===== src/rtl/lsu_pkg.sv =====
// Shared types and helpers for the load/store sequencer.
// Build option: LSU_MISALIGN_TRAP_EN (see lsu_mem_ctrl).
package lsu_pkg;

  typedef enum logic [2:0] {
    S_IDLE,
    S_LO,
    S_HI,
    S_DONE,
    S_ERR
  } state_t;

  localparam logic [2:0] F3_LB  = 3'b000;
  localparam logic [2:0] F3_LH  = 3'b001;
  localparam logic [2:0] F3_LW  = 3'b010;
  localparam logic [2:0] F3_LBU = 3'b100;
  localparam logic [2:0] F3_LHU = 3'b101;
  localparam logic [2:0] F3_SB  = 3'b000;
  localparam logic [2:0] F3_SH  = 3'b001;
  localparam logic [2:0] F3_SW  = 3'b010;

  // Access size in bytes (1, 2 or 4) from funct3[1:0].
  function automatic logic [2:0] size_of(input logic [2:0] funct3);
    case (funct3[1:0])
      2'b00:   return 3'd1;
      2'b01:   return 3'd2;
      default: return 3'd4;
    endcase
  endfunction

  function automatic logic is_legal(input logic we, input logic [2:0] funct3);
    if (we) return (funct3 == F3_SB) || (funct3 == F3_SH) || (funct3 == F3_SW);
    return (funct3 == F3_LB) || (funct3 == F3_LH) || (funct3 == F3_LW) ||
           (funct3 == F3_LBU) || (funct3 == F3_LHU);
  endfunction

endpackage


===== src/rtl/lsu_align.sv =====
// Combinational byte-lane alignment: store mask/shift and load shift/extend.
// One shifter path per direction replaces per-offset byte selection.
module lsu_align
  import lsu_pkg::*;
(
  input  logic [2:0]  funct3,
  input  logic [1:0]  off,
  input  logic        split,
  input  logic [31:0] wdata,
  input  logic [31:0] lo_buf,
  input  logic [31:0] rdata,
  output logic [7:0]  mask8,
  output logic [63:0] sdata64,
  output logic [31:0] ldata
);

  logic [4:0]  sh_amt;
  logic [3:0]  size_mask;
  logic [31:0] wmasked;
  logic [63:0] word64;
  logic [63:0] shifted;

  // NOTE: every always_comb output gets a default first so no path can infer a latch.
  always_comb begin
    sh_amt    = {off, 3'b000};
    size_mask = 4'b1111;
    wmasked   = wdata;
    case (funct3[1:0])
      2'b00: begin
        size_mask = 4'b0001;
        wmasked   = {24'b0, wdata[7:0]};
      end
      2'b01: begin
        size_mask = 4'b0011;
        wmasked   = {16'b0, wdata[15:0]};
      end
      default: ;
    endcase

    mask8   = {4'b0000, size_mask} << off;
    sdata64 = {32'b0, wmasked} << sh_amt;

    word64  = split ? {rdata, lo_buf} : {32'b0, rdata};
    shifted = word64 >> sh_amt;

    case (funct3)
      F3_LB:   ldata = {{24{shifted[7]}}, shifted[7:0]};
      F3_LH:   ldata = {{16{shifted[15]}}, shifted[15:0]};
      F3_LBU:  ldata = {24'b0, shifted[7:0]};
      F3_LHU:  ldata = {16'b0, shifted[15:0]};
      default: ldata = shifted[31:0];
    endcase
  end

endmodule


===== src/rtl/lsu_mem_ctrl.sv =====
// Load/store sequencer between MEM stage and word-organised synchronous RAM.
// Build option: LSU_MISALIGN_TRAP_EN turns misaligned accesses into errors.
module lsu_mem_ctrl
  import lsu_pkg::*;
#(
  parameter int RAM_AW = 14
) (
  input  logic              clk,
  input  logic              rst,
  input  logic              req_valid,
  output logic              req_ready,
  input  logic              req_we,
  input  logic [2:0]        req_funct3,
  input  logic [31:0]       req_addr,
  input  logic [31:0]       req_wdata,
  output logic              resp_valid,
  output logic [31:0]       resp_rdata,
  output logic              resp_err,
  output logic              busy,
  output logic              ram_en,
  output logic [RAM_AW-1:0] ram_addr,
  output logic [3:0]        ram_be,
  output logic [31:0]       ram_wdata,
  input  logic [31:0]       ram_rdata
);

  state_t state, state_next;

  logic        we_q;
  logic [2:0]  f3_q;
  logic [31:0] addr_q;
  logic [31:0] wdata_q;
  logic [31:0] lo_buf;

  logic [1:0]        off;
  logic [3:0]        end_byte;
  logic              split;
  logic [RAM_AW-1:0] word_addr;
  logic [7:0]        mask8;
  logic [63:0]       sdata64;
  logic [31:0]       ldata;

  assign off       = addr_q[1:0];
  assign end_byte  = {2'b00, off} + {1'b0, size_of(f3_q)};
  assign split     = end_byte > 4'd4;
  assign word_addr = addr_q[RAM_AW+1:2];

`ifdef LSU_MISALIGN_TRAP_EN
  logic misaligned_req;
  always_comb begin
    misaligned_req = 1'b0;
    case (req_funct3[1:0])
      2'b01:   misaligned_req = req_addr[0];
      2'b10:   misaligned_req = |req_addr[1:0];
      default: misaligned_req = 1'b0;
    endcase
  end
`endif

  lsu_align u_align (
    .funct3  (f3_q),
    .off     (off),
    .split   (split),
    .wdata   (wdata_q),
    .lo_buf  (lo_buf),
    .rdata   (ram_rdata),
    .mask8   (mask8),
    .sdata64 (sdata64),
    .ldata   (ldata)
  );

  // NOTE: registered state uses non-blocking assignments so every flop samples pre-edge values.
  always_ff @(posedge clk or posedge rst) begin
    if (rst) begin
      state   <= S_IDLE;
      we_q    <= 1'b0;
      f3_q    <= 3'b000;
      addr_q  <= 32'b0;
      wdata_q <= 32'b0;
      lo_buf  <= 32'b0;
    end else begin
      state <= state_next;
      if (state == S_IDLE && req_valid) begin
        we_q    <= req_we;
        f3_q    <= req_funct3;
        addr_q  <= req_addr;
        wdata_q <= req_wdata;
      end
      if (state == S_HI) lo_buf <= ram_rdata;
    end
  end

  always_comb begin
    state_next = state;
    case (state)
      S_IDLE: begin
        if (req_valid) begin
          if (!is_legal(req_we, req_funct3)) state_next = S_ERR;
`ifdef LSU_MISALIGN_TRAP_EN
          else if (misaligned_req)          state_next = S_ERR;
`endif
          else                              state_next = S_LO;
        end
      end
      S_LO:    state_next = split ? S_HI : S_DONE;
      S_HI:    state_next = S_DONE;
      S_DONE:  state_next = S_IDLE;
      S_ERR:   state_next = S_IDLE;
      default: state_next = S_IDLE;
    endcase
  end

  // RAM drive is decoded from state alone, so reset drops an access immediately.
  always_comb begin
    req_ready  = (state == S_IDLE);
    busy       = (state != S_IDLE);
    resp_valid = 1'b0;
    resp_err   = 1'b0;
    resp_rdata = 32'b0;
    ram_en     = 1'b0;
    ram_addr   = word_addr;
    ram_be     = 4'b0000;
    ram_wdata  = sdata64[31:0];
    case (state)
      S_LO: begin
        ram_en = 1'b1;
        ram_be = we_q ? mask8[3:0] : 4'b0000;
      end
      S_HI: begin
        ram_en    = 1'b1;
        ram_addr  = word_addr + RAM_AW'(1);
        ram_be    = we_q ? mask8[7:4] : 4'b0000;
        ram_wdata = sdata64[63:32];
      end
      S_DONE: begin
        resp_valid = 1'b1;
        resp_rdata = we_q ? 32'b0 : ldata;
      end
      S_ERR: begin
        resp_valid = 1'b1;
        resp_err   = 1'b1;
      end
      default: ;
    endcase
  end

endmodule

===== config.mk =====
export PLATFORM = sky130hd
export DESIGN_NAME = lsu_mem_ctrl
export DESIGN_NICKNAME = d
export VERILOG_FILES = /design/src/rtl/lsu_pkg.sv /design/src/rtl/lsu_align.sv /design/src/rtl/lsu_mem_ctrl.sv
export SDC_FILE = /design/constraint.sdc
export NUM_CORES = 1
export LEC_CHECK = 0
export BUFFER_PORTS_ARGS = -buffer_cell sky130_fd_sc_hd__clkbuf_2
export CAP_MARGIN = 15
export CORE_MARGIN = 5
export CORE_UTILIZATION = 45
export DETAILED_ROUTE_END_ITERATION = 16
export PLACE_DENSITY_LB_ADDON = 0.3
export SLEW_MARGIN = 10
export SYNTH_ARGS = -nofsm -noshare
export SYNTH_HDL_FRONTEND = slang
export SYNTH_HIERARCHICAL = 1
export SYNTH_SLANG_ARGS = --single-unit

===== constraint.sdc =====
create_clock -name clk -period 5.3 [get_ports clk]
set_clock_uncertainty 0.1 [all_clocks]
set_input_delay 1.06 -clock clk [delete_from_list [all_inputs] [get_ports clk]]
set_output_delay 1.06 -clock clk [all_outputs]
set_load 0.01 [all_outputs]

After elaboration in Yosys (flattened, before gate mapping). Cells that the tools add are included.

$lt $le $gt $ge: 1. Multiplexer cells: 26. Div/mod/pow operators: 0. Equality and inequality tests: 13. Shifts and indexed selects: 3. $mul: 0. Add/sub/neg operators: 2. Bitwise gates (word level): 0. Reductions and logical operators: 12.

Operator list (count): case mux 32 bit (4 select lines) (1); two-way mux 32 bit (3); two-way mux 64 bit (1); case mux 32 bit (2 select lines) (1); << shifter 32 x 5 -> 64 bit (1); >> shifter 64 x 5 -> 32 bit (1); case mux 4 bit (2 select lines) (2); equality test 3 bit (second input constant) (5); adder 14 x 1 -> 14 bit (second input constant) (1); two-way mux 14 bit (1); two-way mux 1 bit (11); equality test 3 x 1 -> 1 bit (second input constant) (3); equality test 3 x 2 -> 1 bit (second input constant) (3); zero test 3 bit (3); case mux 3 bit (3 select lines) (1); two-way mux 4 bit (2); << shifter 4 x 2 -> 8 bit (1); two-way mux 3 bit (2); case mux 3 bit (2 select lines) (1); adder 2 x 3 -> 4 bit (1); > comparator 4 x 3 -> 1 bit (second input constant) (1); logical OR 1 bit (4); OR reduction 2 bit (2); nonzero test 3 bit (1); 4 further kinds (4).

Word-level logic and storage cells: 63. Bits in latches: 0. Memories kept: 0. Output and inout bits: 87. Bits in writable memories: 0. Bits of input ports: 103. Memory bits (read-only): 0. Flip-flop bits (word level): 87.

Longest topological paths before layout.
Depth after elaboration: 11. Gate-level depth with buffers: 13. Gate-level depth less buffers: 10.

Modules after synthesis. Netlist, hierarchy kept.

By module, submodules not included: lsu_mem_ctrl (area an instance 4305.4 µm², cells an instance 331, instances 1, sequential area each 2177.1 µm²); lsu_align (area an instance 2293.4 µm², cells an instance 324, instances 1, sequential area each 0.0 µm²).

Worst setup path after synthesis. Ideal clock, no wire load.

Path kind: reg2out. Start: register f3_q[0]. End: output port resp_rdata[4]. Data required time: 4.140 ns. Cell stages (with the launch flop): 11. Arrival: 2.913 ns. Path slack: 1.227 ns. Path buffers: 2. Path through: dfrtp_1 > nor2_1 > ha_1 > fa_1 > nor2_1 > o22ai_1 > buf_6 > clkbuf_1 > mux2_2 > mux4_2 > and2_1.

Cells in the longest elaborated chain, start to end: 9. Elaborated cells between the ends (all ways): 10. Those cells by class: add/sub: 1; order compare: 1; eq/ne: 1; shift: 1; mux: 5; reduce/logical: 1.

Ends and longest elaborated chain: start: declaration (RTL line lsu_mem_ctrl.sv:30) `logic [2:0] f3_q;`; start signal: assignment (RTL line lsu_mem_ctrl.sv:85) `f3_q <= req_funct3;`; equality test 2 x 1 -> 1 bit or zero test 2 bit (tied branches) (RTL line lsu_pkg.sv:24) `case (funct3[1:0])`; case mux 3 bit (2 select lines) * (RTL line lsu_pkg.sv:24); adder 2 x 3 -> 4 bit * (RTL line lsu_mem_ctrl.sv:44) `assign end_byte = {2'b00, off} + {1'b0, size_of(f3_q)};`; > comparator 4 x 3 -> 1 bit * (RTL line lsu_mem_ctrl.sv:45) `assign split = end_byte > 4'd4;`; net split (RTL line lsu_mem_ctrl.sv:37) `logic split;`; two-way mux 64 bit * (RTL line lsu_align.sv:43) `word64 = split ? {rdata, lo_buf} : {32'b0, rdata};`; >> shifter 64 x 5 -> 32 bit * (RTL line lsu_align.sv:44) `shifted = word64 >> sh_amt;`; case mux 32 bit (4 select lines) * (RTL line lsu_align.sv:46) `case (funct3)`; net ldata[4] (RTL line lsu_mem_ctrl.sv:41) `logic [31:0] ldata;`; two-way mux 32 bit * (RTL line lsu_mem_ctrl.sv:137) `resp_rdata = we_q ? 32'b0 : ldata;`; two-way mux 32 bit * (RTL line lsu_mem_ctrl.sv:124) `case (state)`; end: declaration (RTL line lsu_mem_ctrl.sv:17) `output logic [31:0] resp_rdata,`.

Mark *: on every way through the listed nets, which the timed path passes. The rest lies on a longest branch.

Worst setup path in the final report.
Start: register f3_q[0]. End: output port resp_rdata[14].

Same word-level chain as after synthesis.

==> results.yml <==
outcome:
  status: "complete, no violations"
yosys:
  synthFlopType: "dfrtp_1"
  synthTopCellsByArea: "dfrtp_1 (33%), mux2_2 (27%), and2_1 (5.9%), o21ai_0 (2.7%), mux4_2 (2.4%)"
  netlist_area_mm2: 0.006599
  synth_top_area_share_pct: 32.99
  synthMuxAreaShare_pct: 31.61
  ys_ff_latch: 87
  syn_area_per_cell_um2: 10.07
  netlist_instances: 655
  synth_edf_count: 0
  synth_common_cells: "mux2_2 (161), dfrtp_1 (87), and2_1 (62)"
  synth_top_cell_by_area: "dfrtp_1"
  synth_top_family_by_area: "multiplexers"
  ys.warnings.count: 6
  seq_area_frac_synth_pct: 32.99
  synthAdderAreaFrac_pct: 0.8722
  synth_compound_area_share_pct: 10.62
  synthArstFlopShare_pct: 100.0
  synth_xor_area_share_pct: 1.858
  yosysMostFrequentCell: "mux2_2"
  synth-simple-area-share_pct: 16.06
  ys_types: 56
pwr:
  p_per_area_mw_per_mm2: 746.0
  pwr-share-comb_pct: 65.3
  p_sw_share_pct: 43.97
  p_sw_uw: 2559
  p_clk_share_pct: 12.2
  ir_drop_mv: 0.3288
  seqPwrFrac_pct: 22.5
  p_int_uw: 3260
  leakagePower_uw: 0.003544
sta:
  fin_tns_setup_ns: 0
  min_period_over_period_pct: 91.32
  fmaxAchievable_mhz: 206.6
  setup_viol: 0
  period_needed_ns: 4.840
  hold_viol: 0
  tightest_slew_ns: 0.8964
  slew-limit-headroom_pct: 40.12
  rsz0062_at_grt: "no"
  final.setup.worst_slack_ns: 0.4603
  slew_violations: 0
worst_hold_path:
  hp-start: "lo_buf[4]$_DFFE_PP0P_"
  min_path_cells: 1
  hold_end: "lo_buf[4]$_DFFE_PP0P_"
  hold_class: "flop to flop"
die:
  die_w_um: 131.1
  die_h_um: 131.1
  core_area_mm2: 0.01448
  rows: 44
  die_area_mm2: 0.01719
  ios: 190
  initial_core_util_pct: 45.58
worst_setup_path:
  path_cells: "nor2_1 > ha_1 > fa_1 > nor2_1 > o22ai_4 > buf_4 > and2_1 > nand2_1 > a31o_2 > o21ai_0 > and2_1 > clkbuf_2"
  critPathMaxFanout: 17
  path_class: "flop to primary output"
  critical-path-top-delay-family: "compound AO/OA/AOI/OAI gates"
  worst-path-stages: 12
  rr_worst_depth: 8
  crit_arrival_ns: 3.68
  crit_slowest_cell: "dfrtp_1"
  r2r_end: "state[0]$_DFFE_PP0P_"
  slowest_delay_ns: 0.54
  cp.buffers_inverters: 2
  r2r-start: "f3_q[0]$_DFFE_PP0P_"
  worstSetupEndpointType: "primary output"
  cp.required_ns: 4.14
  reg2reg_slack_ns: 2.74
  start_kind: "flop"
cts:
  cts_tree: "yes"
  cts_hold_buf: 0
  post_cts_buffers: 0
  cts.clk_slew.worst_paths_ns: 0.07
  clk_latency_ns: 0.35
  cts.sinks: 87
  cts_max_level: 3
  cts_resized: 0
  cts_buffers: 9
  clock_path_buffers: 2
  cts-root-buf: "clkbuf_16"
drt:
  routed_wl_mm: 19.70
  wl_per_cell_um: 20.09
  first_pass_iters: 8
  drc_errors: 0
  vias_per_cell: 5.980
  num_vias: 5866
  ant_nets: 0
  drt-initial-drc-count: 598
layout:
  drive_above_1_share_pct: 48.68
  fillers: 1321
  n_antenna_cell: 0
  area_growth_pct: 18.22
  nNetsFinal: 899
  fin_area_mm2: 0.007801
global_routing:
  gr-total-overflow: 0
  grt_pass1_vias: 5854
  grtUsageTotal_pct: 22.57
  antenna_found_initial: 0
  grt_start_max_net_pins: 54
  grt_pass1_wl_mm: 30.56
placement:
  place_ws_ns: 0.8545
  numPortBuffers: 173
  gp_congestion: 0.8823
  dpl_cell_area_mm2: 0.007470
  dp_hpwl_mm: 13.89
job:
  drv_cap: 0
==> registers in the layout (all words and copies together), names as in the netlist <==
| register | count |
|---|---|
| state | 3 |
| wdata_q | 32 |
| lo_buf | 32 |
| we_q | 1 |
| addr_q | 16 |
| f3_q | 3 |
==> layer usage <==
| layer | vias up | share of wire (%) | GRT usage, % |
|---|---|---|---|
| met5 | - | 0 | 0 |
| met4 | 0 | 1.7 | 7.985 |
| met3 | 31 | 8.8 | 4.133 |
| met2 | 305 | 49 | 38.17 |
| met1 | 2894 | 41 | 28.98 |
| li1 | 2636 | - | - |
==> stage by stage <==
step | hold slack, ns | utilization (%) | total power, µW | std cells
final | 0.4034 | 53.88 | 5820 | 981
after global routing | 0.4169 | 53.88 | 6207 | 981
after CTS | 0.4063 | 53.88 | 5814 | 981
after detailed placement | 0.3919 | 51.59 | 5093 | 965
after global placement | 0.3836 | 51.59 | 4935 | 965
after floorplan | 0.3740 | - | 4074 | 663
==> cells in the final DEF (no fill, tap or decap), types with 3 or more instances in the layout <==
cell	netlist	final
clkbuf_16	0	9
xnor2_1	10	10
nand2_1	30	30
ha_1	3	3
conb_1	1	9
a222oi_1	8	8
mux4_2	7	7
dfrtp_1	87	86
and2_1	62	61
nor2b_1	5	5
clkbuf_2	0	173
o21ai_0	36	36
a21oi_1	8	8
nand4_1	4	4
buf_4	15	12
a31oi_1	6	6
nor2_1	38	38
a32oi_1	6	6
and3_1	11	11
mux2_2	161	161
a22oi_1	4	4
o22ai_1	4	3
xor2_1	4	4
o221ai_1	5	5
nand3_1	26	26
nand2b_1	4	4
a221oi_1	12	12
mux2i_1	10	10
==> how the worst max path moves through the flow <==
stage,from,endpoint,slack [ns]
2_1_floorplan,f3_q[0]$_DFFE_PP0P_,resp_rdata[4],1.23
3_3_place_gp,f3_q[0]$_DFFE_PP0P_,resp_rdata[0],0.92
3_5_place_dp,f3_q[0]$_DFFE_PP0P_,resp_rdata[15],0.85
4_1_cts,f3_q[0]$_DFFE_PP0P_,resp_rdata[5],0.48
5_1_grt,f3_q[0]$_DFFE_PP0P_,resp_rdata[12],0.24
6_report,f3_q[0]$_DFFE_PP0P_,resp_rdata[14],0.46
==> area by class of cell <==
| class | instances | area, µm² | share of cell area, % |
|---|---|---|---|
| tap | 184 | 230.2 | 2.951 |
| multi-input combinational | 503 | 4081 | 52.32 |
| timing repair buffer | 185 | 955.9 | 12.25 |
| clock inverter | 6 | 92.59 | 1.187 |
| inverter | 6 | 23.77 | 0.3047 |
| sequential | 87 | 2178 | 27.92 |
| clock buffer | 10 | 239.0 | 3.063 |
==> power by group through the flow <==
stage | Clock, µW | Sequential [µW] | Combinational, µW
after floorplan | 0 | 1210 | 2860
after global placement | 0 | 1280 | 3650
after detailed placement | 0 | 1310 | 3780
after CTS | 724 | 1300 | 3790
after global routing | 751 | 1350 | 4100
final | 709 | 1310 | 3800
==> logic make-up after synthesis <==
group | Yosys count
XOR/XNOR | 14
AO/OA/AOI/OAI | 102
other | 1
AND/OR/NAND/NOR | 195
flip-flops | 87
adder cells (fa/ha/maj) | 4
buffers and inverters | 73
multiplexers | 179
==> worst reg2reg max path, stage by stage, from the launching register on <==
cell and delay (ns):
dfrtp_1 0.54, nor2_1 0.10, ha_1 0.22, fa_1 0.49, nor2_1 0.07, o22ai_4 0.39
buf_4 0.35, o21a_1 0.14, a211oi_1 0.05
(Power assumes the default switching activity.)
